File: src/rtl/pipe_addsub.sv
// rtl/pipe_addsub.sv - pipelined chunked add/subtract unit with valid/ready flow control
module pipe_addsub #(
  parameter int WIDTH  = 32,
  parameter int STAGES = 4
) (
  input  logic             clk,
  input  logic             rst,
  input  logic             in_valid,
  output logic             in_ready,
  input  logic [WIDTH-1:0] A,
  input  logic [WIDTH-1:0] B,
  input  logic             sub,
  input  logic             cin,
  output logic             out_valid,
  input  logic             out_ready,
  output logic [WIDTH-1:0] S,
  output logic             cout,
  output logic             overflow,
  output logic             zero
);

  localparam int CHUNK = WIDTH / STAGES;
  localparam int LAST  = STAGES - 1;

  // Stage k registers hold the operands (skew), the partial sum with chunks
  // 0..k filled in (deskew), the carry out of chunk k and the beat's valid bit.
  logic [WIDTH-1:0] st_a [STAGES];
  logic [WIDTH-1:0] st_b [STAGES];
  logic [WIDTH-1:0] st_s [STAGES];
  logic             st_c [STAGES];
  logic             st_v [STAGES];

  logic [WIDTH-1:0] nx_a [STAGES];
  logic [WIDTH-1:0] nx_b [STAGES];
  logic [WIDTH-1:0] nx_s [STAGES];
  logic             nx_c [STAGES];
  logic             nx_v [STAGES];

  logic             nx_ovf;
  logic             nx_zero;
  logic             ovf_q;
  logic             zero_q;
  logic             advance;

  // The whole pipe moves together; a held output freezes every stage, bubbles included.
  assign advance  = !st_v[LAST] || out_ready;
  assign in_ready = advance;

  // Per-stage chunk adders: stage 0 works on the live inputs, stage k on stage k-1's registers.
  always_comb begin
    logic [CHUNK:0] sum;
    sum = '0;
    for (int k = 0; k < STAGES; k++) begin
      nx_a[k] = '0;
      nx_b[k] = '0;
      nx_s[k] = '0;
      nx_c[k] = 1'b0;
      nx_v[k] = 1'b0;
    end

    // Subtract is A + ~B + !cin, so the borrow-in flips into a carry-in.
    nx_a[0] = A;
    nx_b[0] = sub ? ~B : B;
    sum = {1'b0, A[CHUNK-1:0]} + {1'b0, nx_b[0][CHUNK-1:0]} + {{CHUNK{1'b0}}, cin ^ sub};
    nx_s[0][CHUNK-1:0] = sum[CHUNK-1:0];
    nx_c[0] = sum[CHUNK];
    nx_v[0] = in_valid;

    for (int k = 1; k < STAGES; k++) begin
      nx_a[k] = st_a[k-1];
      nx_b[k] = st_b[k-1];
      nx_s[k] = st_s[k-1];
      sum = {1'b0, st_a[k-1][k*CHUNK +: CHUNK]} + {1'b0, st_b[k-1][k*CHUNK +: CHUNK]}
          + {{CHUNK{1'b0}}, st_c[k-1]};
      nx_s[k][k*CHUNK +: CHUNK] = sum[CHUNK-1:0];
      nx_c[k] = sum[CHUNK];
      nx_v[k] = st_v[k-1];
    end
  end

  // Flags are derived from the fully assembled result entering the last register.
  always_comb begin
    nx_zero = (nx_s[LAST] == '0);
    nx_ovf  = (nx_a[LAST][WIDTH-1] == nx_b[LAST][WIDTH-1]) &&
              (nx_s[LAST][WIDTH-1] != nx_a[LAST][WIDTH-1]);
  end

  // Stage registers: cleared on reset, shifted together whenever the pipe advances.
  always_ff @(posedge clk) begin
    if (rst) begin
      for (int k = 0; k < STAGES; k++) begin
        st_a[k] <= '0;
        st_b[k] <= '0;
        st_s[k] <= '0;
        st_c[k] <= 1'b0;
        st_v[k] <= 1'b0;
      end
      ovf_q  <= 1'b0;
      zero_q <= 1'b0;
    end else if (advance) begin
      for (int k = 0; k < STAGES; k++) begin
        st_a[k] <= nx_a[k];
        st_b[k] <= nx_b[k];
        st_s[k] <= nx_s[k];
        st_c[k] <= nx_c[k];
        st_v[k] <= nx_v[k];
      end
      ovf_q  <= nx_ovf;
      zero_q <= nx_zero;
    end
  end

  assign S         = st_s[LAST];
  assign cout      = st_c[LAST];
  assign out_valid = st_v[LAST];
  assign overflow  = ovf_q;
  assign zero      = zero_q;

endmodule

File: config.mk
export PLATFORM = sky130hd
export DESIGN_NAME = pipe_addsub
export DESIGN_NICKNAME = d
export VERILOG_FILES = /design/src/rtl/pipe_addsub.sv
export SDC_FILE = /design/constraint.sdc
export NUM_CORES = 1
export LEC_CHECK = 0
export BUFFER_PORTS_ARGS = -buffer_cell sky130_fd_sc_hd__buf_2
export CORE_ASPECT_RATIO = 1.1
export CORE_MARGIN = 2
export CORE_UTILIZATION = 30
export CTS_CLUSTER_DIAMETER = 40
export DETAILED_ROUTE_END_ITERATION = 6
export PLACE_DENSITY = 0.43
export RECOVER_POWER = 100
export SLEW_MARGIN = 20
export SYNTH_ARGS = -nofsm -noshare
export SYNTH_HDL_FRONTEND = slang
export SYNTH_SLANG_ARGS = --single-unit
File: constraint.sdc
create_clock -name clk -period 6.1 [get_ports clk]
set_input_delay 0 -clock clk [delete_from_list [all_inputs] [get_ports clk]]
set_output_delay 0 -clock clk [all_outputs]
set_load 0.02 [all_outputs]
## Yosys cells after proc, flatten, opt, wreduce, memory -nomap -nowiden

Memory sizes are Yosys's and may differ from the RTL's.
Cells that the tools add are included.

| word-level totals | value |
|---|---|
| input bits | 70 |
| register bits after elaboration | 2 |
| bits in writable memories | 392 |
| output and inout bits | 37 |
| logic and storage cells | 69 |
| memories | 5 |

Memory list:

| name | words | bits a word | rd ports | clocked after memory_dff | wr ports | line | text |
|---|---|---|---|---|---|---|---|
| st_a | 4 | 32 | 3 | 0 | 4 | 27 | `logic [WIDTH-1:0] st_a [STAGES];` |
| st_b | 4 | 32 | 3 | 0 | 4 | 28 | `logic [WIDTH-1:0] st_b [STAGES];` |
| st_s | 4 | 32 | 4 | 0 | 4 | 29 | `logic [WIDTH-1:0] st_s [STAGES];` |
| st_c | 4 | 1 | 4 | 0 | 4 | 30 | `logic st_c [STAGES];` |
| st_v | 4 | 1 | 4 | 0 | 4 | 31 | `logic st_v [STAGES];` |

| operators by class | value |
|---|---|
| bitwise gates (word level) | 22 |
| multiplexer cells | 26 |
| reductions and logical operators | 4 |
| equality and inequality tests | 2 |
| $add $sub $neg | 8 |

Operator list:

| operator | number |
|---|---|
| $mux 32 | 13 |
| $add 8x8->9 | 4 |
| $add 9x1->9 | 4 |
| $logic_not 32->1 | 1 |
| $not 32->32 | 1 |
| $or 1x1->1 | 20 |
| $mux 1 | 13 |
| $eq 1x1->1 | 1 |
| $logic_and 1x1->1 | 1 |
| $logic_not 1->1 | 1 |
| $logic_or 1x1->1 | 1 |
| $ne 1x1->1 | 1 |
| $xor 1x1->1 | 1 |

## Longest topological paths before layout

An unclocked memory read counts as a cell.

| logic depth | value |
|---|---|
| depth in word-level cells | 7 |
| depth in mapped cells | 11 |
| depth with buffers taken out | 10 |

## Least setup slack after synthesis

No wires, ideal clock.

| timing | value |
|---|---|
| path type | reg-to-reg |
| start point | memory st_v[3] |
| end point | memory st_a[0][10] (enable) |
| period minus slack after synthesis | 5.199 ns |
| arrival time | 3.695 ns |
| slack | 0.901 ns |
| setup time | 1.504 ns |
| cell stages (with the launch flop) | 3 |
| path through | edfxtp_1 > nor2b_4 > nand2_1 |

RTL lines:

| what | line |
|---|---|
| from (decl) | 31 |
| to (decl) | 27 |

==> qor.csv <==
metric;value;unit
p_int;2235;µW
synth-compound-area-share;3.676;%
rr_startpoint;st_v[3]$_DFFE_PP_;
ys_seq_elements;186;
grt_use_met3;2.244;%
use_met1;13.72;%
initial_core_util;30.27;%
critPathMaxStageDelay;1.39;ns
ios;107;
skew;0.01022;ns
antenna_cells;0;
cts_setup_buffers;0;
fin_crit;3.559;ns
first_iter_violations;270;
drive_gt1_share;14.03;%
cp-startpoint;st_v[3]$_DFFE_PP_;
cts_resized;0;
multi_input_area;0.002595;mm²
endpoint_kind;register;
p_comb_share;10.0;%
vias;4814;
slew_viol_final;151;
antenna_found_initial;0;
cts.path.max_buffers;2;
track_usage;10.94;%
synthAdderAreaFrac;6.122;%
viasPerCell;4.249;
power;2942;µW
syn_to_final_growth;23.65;%
fin_util;37.43;%
avgSynthCellArea;13.83;µm²
yosys.area_share.simple;16.36;%
dpl.hpwl;10100;µm
syn_area;0.008338;mm²
criticalPathCategory;register to register;
crit_arrival;3.88;ns
max_freq;0.2810;GHz
dieArea;0.02914;mm²
syn_inst;603;
status;complete, but fails checks;
setup_viol;0;
cts.clk_slew.worst_paths;0.07;ns
hold_class;input pin to register;
post-route-period-util;58.34;%
crit_fanout;97;
required;6.42;ns
synth_nets;709;
wl;15130;µm
yosys_warnings;0;
slew_headroom;-68.93;%
setup_tns;0;ns
violations;hold timing, capacitance limit, slew limit;
r2r_setup_slack;2.54;ns
ys_types;44;
fp.dieW;163.0;µm
grt_pass1_wl;24540;µm
grt_max_degree;127;
postRouteAntennaNets;0;
grt_overflow;0;
path_cells;nor2b_1 -> nor2_1 -> buf_4 -> and3_1 -> and3_1 -> nand4_1 -> o22ai_2;
cts_tree;done;
async_reset_ff_share;0;%
irDropWorstVdd;0.1444;mV
synth_top_family_by_area;simple AND/OR/NAND/NOR gates;
nFillCells;2692;
ff_latch_area;0.005565;mm²
tightest_slew;2.528;ns
grt_use_met2;18.52;%
worstSetupStartpointType;register;
fin_hold_ws;-0.02714;ns
p_per_area;285.3;mW/mm²
nets;863;
die_y;178.9;µm
hold_viol_final;1;
clkLatencyLatePin;0.43;ns
port_buffers;106;
muxShareOfSynthArea;0.1200;%
coreArea;0.02755;mm²
p_leak;0.004185;µW
gp_congestion;0.7290;
root_buffer;clkbuf_16;
synth-edff-count;184;
synth_xor_area_share;4.937;%
crit_slowest_cell;nor2_1;
rsz0062_at_grt;false;
cts_inserted_buffers;17;
busiest_layer;met2;
yosysSeqAreaShare;66.75;%
path_common_cell;and3_1;
synth_flop_cell;edfxtp_1;
htree_levels;4;
seq_power_share;52.2;%
cts.sink_count;186;
min_from;rst;
first_global_vias;4832;
p_switching;706.9;µW
max-cap-violations;3;
first_pass_iters;4;
rows;64;
drc_errors;0;
wl_per_cell;13.36;µm
p_sw_share;24.03;%
p_clk_share;37.8;%
sequential cells by signal, indices dropped and copies added, names as in the netlist:
| signal | flops |
|---|---|
| zero | 1 |
| st_a | 48 |
| st_s | 80 |
| overflow | 1 |
| st_b | 48 |
| st_v | 4 |
| st_c | 4 |
power groups by stage:
| stage | registers, µW | clock network, µW | logic, µW |
|---|---|---|---|
| 3_3_place_gp | 1560 | 0 | 281 |
| 6_report | 1540 | 1110 | 295 |
| 3_5_place_dp | 1570 | 0 | 284 |
| 5_1_grt | 1550 | 1200 | 336 |
| 2_1_floorplan | 1570 | 0 | 177 |
| 4_1_cts | 1540 | 1150 | 309 |
repair_timing:
action,CTS,global route
hold buffers,49,0
endpoints found under the hold margin,49,0
setup endpoints to repair,0,0
critical path, delay by kind of cell, from the launching register on:
kind | cells | cell delay (ns)
compound gates | 1 | 0.10
buf+inv | 1 | 0.82
flops | 1 | 0.39
simple gates | 5 | 2.13
layout by cell type, fill, tap and decap left out, types with 3 or more instances in the layout:
master | Yosys | layout
clkbuf_1 | 17 | 37
fa_1 | 8 | 8
nor4_1 | 6 | 6
and2_1 | 131 | 60
and3_1 | 4 | 4
clkbuf_16 | 0 | 17
a21oi_1 | 11 | 11
buf_2 | 4 | 70
o21a_1 | 4 | 4
inv_1 | 21 | 21
xnor2_1 | 35 | 35
nor3_1 | 12 | 12
dlygate4sd3_1 | 0 | 49
inv_6 | 0 | 4
nor2_1 | 53 | 53
a21o_1 | 4 | 4
clkinv_8 | 0 | 3
xor2_1 | 12 | 12
nand3_1 | 4 | 4
or3_1 | 7 | 7
inv_8 | 0 | 4
and2_0 | 0 | 71
ha_1 | 28 | 28
nand2b_1 | 3 | 3
nand2_1 | 7 | 7
o21ai_0 | 10 | 10
edfxtp_1 | 184 | 184
nor2b_1 | 8 | 9
cells in the mapped netlist, types with 6 or more instances:
cell type | instances | area share, %
edfxtp_1 | 184 | 66
and2_1 | 131 | 9.8
nor2_1 | 53 | 2.4
xnor2_1 | 35 | 3.7
ha_1 | 28 | 4.2
inv_1 | 21 | 0.95
clkbuf_1 | 17 | 0.77
nor3_1 | 12 | 0.72
xor2_1 | 12 | 1.3
a21oi_1 | 11 | 0.66
o21ai_0 | 10 | 0.60
fa_1 | 8 | 1.9
nor2b_1 | 8 | 0.60
nand2_1 | 7 | 0.32
or3_1 | 7 | 0.53
nor4_1 | 6 | 0.45
worst paths after layout:
| check | endpoint | cells after the start |
|---|---|---|
| worst max-delay path | zero$_SDFFE_PP0N_ | 7 |
| worst min-delay path | overflow$_SDFFE_PP0N_ | 3 |
| worst max register to register | zero$_SDFFE_PP0N_ | 7 |
| worst min register to register | zero$_SDFFE_PP0N_ | 2 |
metrics by stage:
stage | instance area (µm²) | setup WS, ns | instances | hold WS [ns]
floorplan | 8338 | 0.9010 | 603 | 0.1772
global placement | 9284 | 3.383 | 1052 | 0.2784
detailed placement | 9284 | 3.360 | 1052 | 0.2817
CTS | 10380 | 3.347 | 1133 | 0.01354
global route | 10310 | 1.978 | 1133 | -0.02573
finish | 10310 | 2.541 | 1133 | -0.02714
cell type report:
cell class | count | share of cell area [%]
flip-flops and latches | 186 | 53.98
multi-input cells | 373 | 25.17
repair buffers | 158 | 9.806
well taps | 363 | 4.405
clock buffers | 18 | 4.163
clock inverters | 14 | 1.711
inverters | 21 | 0.7646
metal layers:
metal / vias up / wire length [µm] / share of wire (%)
met1: 2274 / 6930 / 46
met2: 87 / 7497 / 50
met4: 0 / 234 / 1.5
met5: - / 0 / 0
li1: 2437 / - / -
met3: 16 / 471 / 3.1
logic make-up after synthesis:
family	after synthesis
AOI/OAI and AO/OA	46
xor gates and xnor gates	47
adders and majority gates	36
buffers and inverters	44
DFF	186
muxes	1
and+or+nand+nor	243
No activity file was read; power rests on OpenSTA's default activity.
